<file path="config.mk">
export PLATFORM = sky130hd
export DESIGN_NAME = alu_op_sequencer
export DESIGN_NICKNAME = d
export VERILOG_FILES = /design/src/rtl/alu_op_sequencer.sv
export SDC_FILE = /design/constraint.sdc
export NUM_CORES = 1
export LEC_CHECK = 0
export BUFFER_PORTS_ARGS = -buffer_cell sky130_fd_sc_hd__buf_2
export CORE_MARGIN = 4
export CORE_UTILIZATION = 56
export CTS_BUF_LIST = sky130_fd_sc_hd__clkbuf_8
export DETAILED_ROUTE_END_ITERATION = 8
export MAX_ROUTING_LAYER = met4
export PLACE_DENSITY = 0.85
export SKIP_LAST_GASP = 1
export SLEW_MARGIN = 30
export SYNTH_ARGS = -nofsm -noshare
export SYNTH_HDL_FRONTEND = slang
export SYNTH_SLANG_ARGS = --single-unit
</file>
<file path="constraint.sdc">
create_clock -name clk -period 1.8 [get_ports clk]
set_input_delay 0.36 -clock clk [delete_from_list [all_inputs] [get_ports clk]]
set_output_delay 0.36 -clock clk [all_outputs]
set_load 0.05 [all_outputs]
</file>
<file path="src/rtl/alu_op_sequencer.sv">
// ID/EX-boundary ALU operation decoder with RV32M support. Single-cycle codes are held
// behind a valid/ready handshake; M-extension codes wait out a per-class latency first.
module alu_op_sequencer #(
  parameter int OP_W    = 5,
  parameter int MUL_LAT = 2,
  parameter int DIV_LAT = 33,
  parameter bit M_EN    = 1'b1
) (
  input  logic            clk,
  input  logic            rst_n,
  input  logic            in_valid,
  output logic            in_ready,
  input  logic [1:0]      alu_op,
  input  logic [6:0]      funct7,
  input  logic [2:0]      funct3,
  input  logic            flush,
  output logic            out_valid,
  input  logic            out_ready,
  output logic [OP_W-1:0] operation,
  output logic            multi_cycle,
  output logic            unit_start,
  output logic            illegal
);

  localparam logic [4:0] OP_AND  = 5'b00000;
  localparam logic [4:0] OP_OR   = 5'b00001;
  localparam logic [4:0] OP_ADD  = 5'b00010;
  localparam logic [4:0] OP_SRL  = 5'b00011;
  localparam logic [4:0] OP_SLL  = 5'b00100;
  localparam logic [4:0] OP_XOR  = 5'b00101;
  localparam logic [4:0] OP_SUB  = 5'b00110;
  localparam logic [4:0] OP_SRA  = 5'b00111;
  localparam logic [4:0] OP_SLT  = 5'b01011;
  localparam logic [4:0] OP_SLTU = 5'b01111;
  localparam logic [4:0] OP_BEQ  = 5'b01100;
  localparam logic [4:0] OP_BNE  = 5'b01101;
  localparam logic [4:0] OP_BLT  = 5'b01011;
  localparam logic [4:0] OP_BGE  = 5'b01010;
  localparam logic [4:0] OP_BLTU = 5'b01111;
  localparam logic [4:0] OP_BGEU = 5'b01110;

  localparam logic [6:0] F7_BASE = 7'b0000000;
  localparam logic [6:0] F7_ALT  = 7'b0100000;
  localparam logic [6:0] F7_MEXT = 7'b0000001;

  localparam int               CNT_W   = 6;
  localparam logic [CNT_W-1:0] CNT_ONE = 6'd1;
  localparam logic [CNT_W-1:0] MUL_CNT = CNT_W'(MUL_LAT - 1);
  localparam logic [CNT_W-1:0] DIV_CNT = CNT_W'(DIV_LAT - 1);

  typedef enum logic [1:0] {
    S_IDLE = 2'b00,
    S_HOLD = 2'b01,
    S_BUSY = 2'b10,
    S_DONE = 2'b11
  } state_t;

  typedef struct packed {
    logic       ill;
    logic       m_op;
    logic       div_op;
    logic [4:0] code;
  } dec_t;

  // Register-register / immediate codes that share funct3 when funct7 is all zero.
  function automatic logic [4:0] base_code(input logic [2:0] f3);
    logic [4:0] c;
    case (f3)
      3'b000:  c = OP_ADD;
      3'b001:  c = OP_SLL;
      3'b010:  c = OP_SLT;
      3'b011:  c = OP_SLTU;
      3'b100:  c = OP_XOR;
      3'b101:  c = OP_SRL;
      3'b110:  c = OP_OR;
      3'b111:  c = OP_AND;
      default: c = OP_AND;
    endcase
    return c;
  endfunction

  function automatic dec_t decode(input logic [1:0] aop, input logic [6:0] f7,
                                  input logic [2:0] f3);
    dec_t d;
    d      = '0;
    d.code = OP_ADD;
    case (aop)
      2'b00: d.code = OP_ADD;
      2'b01: begin
        case (f3)
          3'b000:  d.code = OP_BEQ;
          3'b001:  d.code = OP_BNE;
          3'b100:  d.code = OP_BLT;
          3'b101:  d.code = OP_BGE;
          3'b110:  d.code = OP_BLTU;
          3'b111:  d.code = OP_BGEU;
          default: begin
            d.ill  = 1'b1;
            d.code = OP_AND;
          end
        endcase
      end
      2'b10: begin
        if (f7 == F7_BASE) begin
          d.code = base_code(f3);
        end else if (f7 == F7_ALT && f3 == 3'b000) begin
          d.code = OP_SUB;
        end else if (f7 == F7_ALT && f3 == 3'b101) begin
          d.code = OP_SRA;
        end else if (f7 == F7_MEXT && M_EN == 1'b1) begin
          d.code   = {2'b10, f3};
          d.m_op   = 1'b1;
          d.div_op = f3[2];
        end else begin
          d.ill  = 1'b1;
          d.code = OP_AND;
        end
      end
      2'b11: begin
        // Immediates ignore funct7 except on shifts, where it selects/validates the shift kind.
        if (f3 == 3'b001 && f7 != F7_BASE) begin
          d.ill  = 1'b1;
          d.code = OP_AND;
        end else if (f3 == 3'b101 && f7 == F7_ALT) begin
          d.code = OP_SRA;
        end else if (f3 == 3'b101 && f7 != F7_BASE) begin
          d.ill  = 1'b1;
          d.code = OP_AND;
        end else begin
          d.code = base_code(f3);
        end
      end
      default: begin
        d.ill  = 1'b1;
        d.code = OP_AND;
      end
    endcase
    return d;
  endfunction

  state_t           state_q, state_d;
  logic [CNT_W-1:0] cnt_q, cnt_d;
  logic             out_valid_q, out_valid_d;
  logic [OP_W-1:0]  operation_q, operation_d;
  logic             multi_cycle_q, multi_cycle_d;
  logic             unit_start_q, unit_start_d;
  logic             illegal_q, illegal_d;
  logic             in_ready_s;
  logic             accept_s;
  dec_t             dec_s;

  assign dec_s = decode(alu_op, funct7, funct3);

  // Ready follows out_ready while a result is held so a new request can swap in without a bubble.
  always_comb begin
    in_ready_s = 1'b0;
    case (state_q)
      S_IDLE:         in_ready_s = 1'b1;
      S_HOLD, S_DONE: in_ready_s = out_ready;
      S_BUSY:         in_ready_s = 1'b0;
      default:        in_ready_s = 1'b0;
    endcase
  end

  assign accept_s = in_valid & in_ready_s & ~flush;

  // Next-state and registered-output computation; flush overrides any accept or progress.
  always_comb begin
    state_d       = state_q;
    cnt_d         = cnt_q;
    out_valid_d   = out_valid_q;
    operation_d   = operation_q;
    multi_cycle_d = multi_cycle_q;
    illegal_d     = illegal_q;
    unit_start_d  = 1'b0;
    if (flush) begin
      state_d       = S_IDLE;
      cnt_d         = '0;
      out_valid_d   = 1'b0;
      operation_d   = '0;
      multi_cycle_d = 1'b0;
      illegal_d     = 1'b0;
    end else if (accept_s) begin
      operation_d   = OP_W'(dec_s.code);
      illegal_d     = dec_s.ill;
      multi_cycle_d = dec_s.m_op;
      if (dec_s.m_op) begin
        state_d      = S_BUSY;
        out_valid_d  = 1'b0;
        unit_start_d = 1'b1;
        cnt_d        = dec_s.div_op ? DIV_CNT : MUL_CNT;
      end else begin
        state_d     = S_HOLD;
        out_valid_d = 1'b1;
        cnt_d       = '0;
      end
    end else begin
      case (state_q)
        S_BUSY: begin
          if (cnt_q == '0) begin
            state_d     = S_DONE;
            out_valid_d = 1'b1;
          end else begin
            cnt_d = cnt_q - CNT_ONE;
          end
        end
        S_HOLD, S_DONE: begin
          if (out_ready) begin
            state_d       = S_IDLE;
            out_valid_d   = 1'b0;
            operation_d   = '0;
            multi_cycle_d = 1'b0;
            illegal_d     = 1'b0;
          end else begin
            state_d = state_q;
          end
        end
        S_IDLE: state_d = S_IDLE;
        default: begin
          state_d       = S_IDLE;
          cnt_d         = '0;
          out_valid_d   = 1'b0;
          operation_d   = '0;
          multi_cycle_d = 1'b0;
          illegal_d     = 1'b0;
        end
      endcase
    end
  end

  // State, latency counter and output registers.
  always_ff @(posedge clk or negedge rst_n) begin
    if (!rst_n) begin
      state_q       <= S_IDLE;
      cnt_q         <= '0;
      out_valid_q   <= 1'b0;
      operation_q   <= '0;
      multi_cycle_q <= 1'b0;
      unit_start_q  <= 1'b0;
      illegal_q     <= 1'b0;
    end else begin
      state_q       <= state_d;
      cnt_q         <= cnt_d;
      out_valid_q   <= out_valid_d;
      operation_q   <= operation_d;
      multi_cycle_q <= multi_cycle_d;
      unit_start_q  <= unit_start_d;
      illegal_q     <= illegal_d;
    end
  end

  assign in_ready    = in_ready_s;
  assign out_valid   = out_valid_q;
  assign operation   = operation_q;
  assign multi_cycle = multi_cycle_q;
  assign unit_start  = unit_start_q;
  assign illegal     = illegal_q;

endmodule
</file>
Word level (Yosys, flattened, before mapping). Memories as Yosys holds them, arrays and structs flattened. Cells that the tools add are included. Widths: inputs -> output; s select.

Add/sub/neg operators: 1. Eq/ne operators: 16. Mux-type cells: 51. Bitwise operators: 3. Reduce and logical (&&, ||, !) cells: 20.

Operator list (number): $mux 5 (11); $mux 6 (6); $pmux 4 s6 (1); $pmux 5 s4 (1); $mux 1 (18); $mux 2 (7); $eq 3x3->1 const B (4); $mux 3 (3); $reduce_bool 3->1 (3); $eq 2x2->1 const B (4); $ne 4x4->1 const B (2); $eq 7x1->1 const B (1); $eq 7x6->1 const B (1); $logic_not 7->1 (1); $reduce_bool 7->1 (1); $logic_not 6->1 (1); $pmux 1 s3 (2); $pmux 2 s3 (1); $reduce_and 2->1 (3); $reduce_or 6->1 (1); $sub 6x1->6 const B (1); $eq 2x1->1 const B (2); $logic_and 1x1->1 (4); $logic_not 2->1 (2); 9 further kinds (10).

Bits in registers: 17. Memory bits (read-only): 64. Input port bits: 17. Output and inout port bits: 10. Logic and storage cells: 100. Memories kept: 2.

Memory list: (name not given) (depth 8, bits a word 4, read ports 1, clocked after memory_dff 0, write ports 0, line 68) `case (f3)`; (name not given) (depth 8, bits a word 4, read ports 1, clocked after memory_dff 0, write ports 0, line 68).

Longest topological paths before layout.
Word-level depth: 10. Gate-level depth with buffers: 7. Depth with buffers taken out: 7.

Worst setup path after synthesis. No wires, ideal clock.

Kind: register to register. Start point: register state_q[0]. End point: register cnt_q[5]. Setup time: 87 ps. Arrival: 1973 ps. Data required time: 1713 ps. Slack: -259 ps. Stages on the path, launching flop included: 6. Buffers on the path: 0. Clock period less this slack: 2059 ps. Cells stage by stage: dfrtp_1 nor2b_1 nor2_1 and4_1 a22oi_1 a211oi_2.

Longest elaborated chain between the ends: 7. Elaborated cells on any way between the ends: 13. Those cells by class: 4 x eq/ne; 3 x mux; 2 x bitwise; 4 x reduce/logical.

RTL lines: start: declaration (line 141) `state_t state_q, state_d;`; start signal: assignment (line 242) `state_q <= state_d;`; $eq 2x1->1 / $eq 2x2->1 (equally long branches) (line 157) `case (state_q)`; $reduce_or 2->1 (line 157); $pmux 1 s3 * (line 157); named net in_ready (line 12) `output logic in_ready,`; $and 1x1->1 * (2 in a row) (line 165) `assign accept_s = in_valid & in_ready_s & ~flush;`; $ne 3x3->1 (no source line), or another cell as far along; $reduce_and 2->1 (no source line) / $mux 6 (equally long branches); end signal: assignment (line 243) `cnt_q <= cnt_d;`; end: declaration (line 142) `logic [CNT_W-1:0] cnt_q, cnt_d;`.

Mark *: on every way through the listed nets, which the timed path passes. The rest lies on a longest branch. A chain may end at the register's enable or synchronous reset.

Worst setup path after layout.
Start point: register state_q[0]. End point: output port in_ready.

Longest elaborated chain between the ends: 3. Elaborated cells on any way between the ends: 6. Those cells by class: 3 x eq/ne; 1 x mux; 2 x reduce/logical.

RTL lines (line): $eq 2x1->1 / $eq 2x2->1 (equally long branches) (157); $reduce_or 2->1 (157); $pmux 1 s3 * (157); end: declaration (12).

Every way passes the cells marked *; elsewhere a longest branch is shown, timed or not.

==> key figures <==
Run status
  – Status: completed

STA
  – Slew Limit Fails: 0
  – Worst slew pin tran: 385.8 ps
  – Final critical-path share of the clock period: between 90% and 100%
  – Hold slack final: approximately 11 ps
  – Slew HR: about 74%
  – Maximum clock skew at final layout: roughly 2.8 ps
  – Setup WS post-layout: 72.71 ps
  – Final Critical Period: 1727 ps
  – Max Fclk: ~0.58 GHz
  – Final hold violations: 0
  – Fin Setup TNS: 0 ps
  – Finish-stage setup viols: 0
  – RSZ-0062 raised after global routing: false

Floorplanning
  – Core Footprint: roughly 0.0022 mm^2
  – Die ar.: approximately 0.0032 mm^2
  – Initial Utilization: between 50% and 60%
  – Die extent in y: around 56 um
  – Ports: 27
  – Die width: approximately 56 um
  – Rows: 17

Place
  – HPWL Detailed: between 2 and 3 mm
  – Placed cell area: ~0.0015 mm^2
  – Final Wtd Congestion: approximately 0.94
  – Port Buffers: 26
  – Placement Setup Slack: 21.06 ps

Layout
  – Final core area utilization: 69.46%
  – Layout cells sized above 1: between 20% and 30%
  – Commonest non-fill, non-tap cell in the layout: buf_2
  – Commonest cells after routing, fill and taps aside: 25 x buf_2, 17 x dfrtp_1, 16 x nand2_1, 13 x nor2_1
  – Inserted Diodes: 0
  – Area Growth Syn to Fin: 17.40%
  – Fillers: between 150 and 200
  – Final instance area: 0.001536 mm^2
  – Final net count: roughly 210
  – Register area: roughly 430 um^2
  – Multi-input logic area: 823.3 um^2

CTS
  – Clock transition at path regs: around 70 ps
  – Post-CTS setup buffers: 0
  – CTS Sinks: 17
  – H-Tree Depth: 1
  – CTS tree: built
  – Clock latency on the worst-skew pair: 250 ps
  – Buffer depth of the longest clock path: 2
  – CTS Buf Count: 3
  – Clk root buf: clkbuf_8
  – Hold_buf cts: 0

GRT
  – GRT Util Overall: 22.30%
  – Gr ovfl total: 0
  – Vias in the first global route: 1,229
  – Largest net degree at the start of global routing: 18
  – First-pass GRT wire length: roughly 5.5 mm
  – Initial antenna violation count: 0

Route
  – Via Count: between 1k and 1.5k
  – WL per Instance: between 15 and 20 um
  – DRT Wirelength: around 3.3 mm
  – ANT nets after route: 0
  – # DRC: 0
  – DR iter-0 viols: between 50 and 60
  – Vias/cell: 6.264
  – First drt pass iteration count: 7

Critical path
  – FF-to-FF setup slack: ~80 ps
  – Critical Path End Type: primary output
  – Worst setup path category: flip-flop to primary output
  – Critical path peak fanout: 8
  – Worst r2r dst: cnt_q[5]$_DFFE_PN0P_
  – Startpoint of the worst register-to-register path: cnt_q[2]$_DFFE_PN0P_
  – Startpoint Class: flip-flop
  – Worst EP arrival: 1370 ps
  – Reg2Reg Depth: 5
  – Required @ worst endpoint: 1440 ps

Synth
  – Most used DFF post-synth: dfrtp_1
  – Top cell type's share of synthesized area: between 30% and 40%
  – Avg Cell Area, Syn: 8.444 um^2
  – Synthesized instance count: roughly 160
  – Synth area leader: dfrtp_1
  – Seq/Total Area, Yosys: 32.50%
  – Synth cell types: 47
  – Syn nets: 178
  – Synth area leaders: dfrtp_1 33%, ha_1 5.7%, nand2_1 4.6%
  – Mapped Area: ~0.0013 mm^2
  – Ys async rst share: between 90% and 100%
  – Synth warn: 0
  – Flop and latch count out of synthesis: 17
  – Post-synth EDFFs: 0

Pwr
  – Worst vdd ir: about 0.00065 V
  – Leakage: between 0.7 and 0.8 nW
  – Power per cell area: 825.1 mW/mm^2

Hold path
  – Hold Crit Class: input pin to asynchronous set/reset pin

Job
  – # Max-Cap Violations: 0
==> timing repair <==
| action | in CTS | in global routing |
|---|---|---|
| endpoints found under the hold margin | 0 | 0 |
| resized for setup | 0 | 1 |
| endpoints found under the setup margin | 0 | 1 |
==> logic make-up (layout without fill, tap and decap cells) <==
family | Yosys count | in the layout | synth area share (%)
flip-flops | 17 | 17 | 32.50
XOR/XNOR | 5 | 5 | 3.346
AND/OR/NAND/NOR | 70 | 70 | 30.11
AO/OA/AOI/OAI | 42 | 42 | 23.52
buffers and inverters | 15 | 44 | 4.779
adder cells (fa/ha/maj) | 6 | 6 | 5.736
==> worst max path at each step <==
stage                           start  cells past startpoint                        to
5_1_grt          cnt_q[0]$_DFFE_PN0P_                      7      cnt_q[5]$_DFFE_PN0P_
6_report       state_q[0]$_DFFE_PN0P_                      3                  in_ready
4_1_cts        state_q[0]$_DFFE_PN0P_                      3                  in_ready
3_3_place_gp                funct3[1]                      6  operation[1]$_DFFE_PN0P_
3_5_place_dp                funct3[1]                      6  operation[1]$_DFFE_PN0P_
2_1_floorplan  state_q[0]$_DFFE_PN0P_                      5      cnt_q[5]$_DFFE_PN0P_
==> power by group <==
part           switching [W]  leakage [nW]  internal [W]
Clock               0.000139        0.0217      0.000156
Combinational       0.000314         0.453      0.000186
Sequential         0.0000486         0.230      0.000423
==> per-layer routing <==
metal / track usage, % / up-vias / part of all wire [%]
met1: 29.87 / 619 / 43
li1: - / 635 / -
met5: - / - / 0
met2: 33.89 / 65 / 47
met3: 4.598 / 9 / 8.2
met4: 7.119 / 0 / 1.7
==> synth_stat cells, drive strengths merged, types with 3 or more instances <==
cell and instances:
a31oi 4, o31a 3, or3 3, a21oi 5
nor2 14, nand2b 4, nor3 8, nand4 4
buf 5, dfrtp 17, nand2 16, xor2 4
ha 6, o211ai 3, inv 9, nor4 4
nand3 5, nor2b 5, o21ai 9
==> through the flow <==
| stage | cells | power, W |
|---|---|---|
| 2_1_floorplan | 155 | 0.0008292 |
| 3_3_place_gp | 208 | 0.0009429 |
| 3_5_place_dp | 208 | 0.0009634 |
| 4_1_cts | 212 | 0.001266 |
| 5_1_grt | 212 | 0.001349 |
| 6_report | 212 | 0.001268 |
==> sequential cells by signal, indices dropped and copies added, names as in the netlist <==
register,cells
operation,5
out_valid,1
cnt_q,6
multi_cycle,1
state_q,2
unit_start,1
illegal,1
==> worst max-delay path, stage by stage (launching register included) <==
cell      delay, ps
dfrtp_1         470
nor2b_1         200
nor2_2          180
clkbuf_4        260
==> final cells by class <==
type	instances	area share, %
Multi-Input combinational cell	123	53.58
Sequential cell	17	27.69
Timing Repair Buffer	31	11.07
Clock buffer	3	2.687
Tap cell	28	2.280
Inverter	9	2.199
Clock inverter	1	0.4886
No activity file was read; power rests on OpenSTA's default activity.
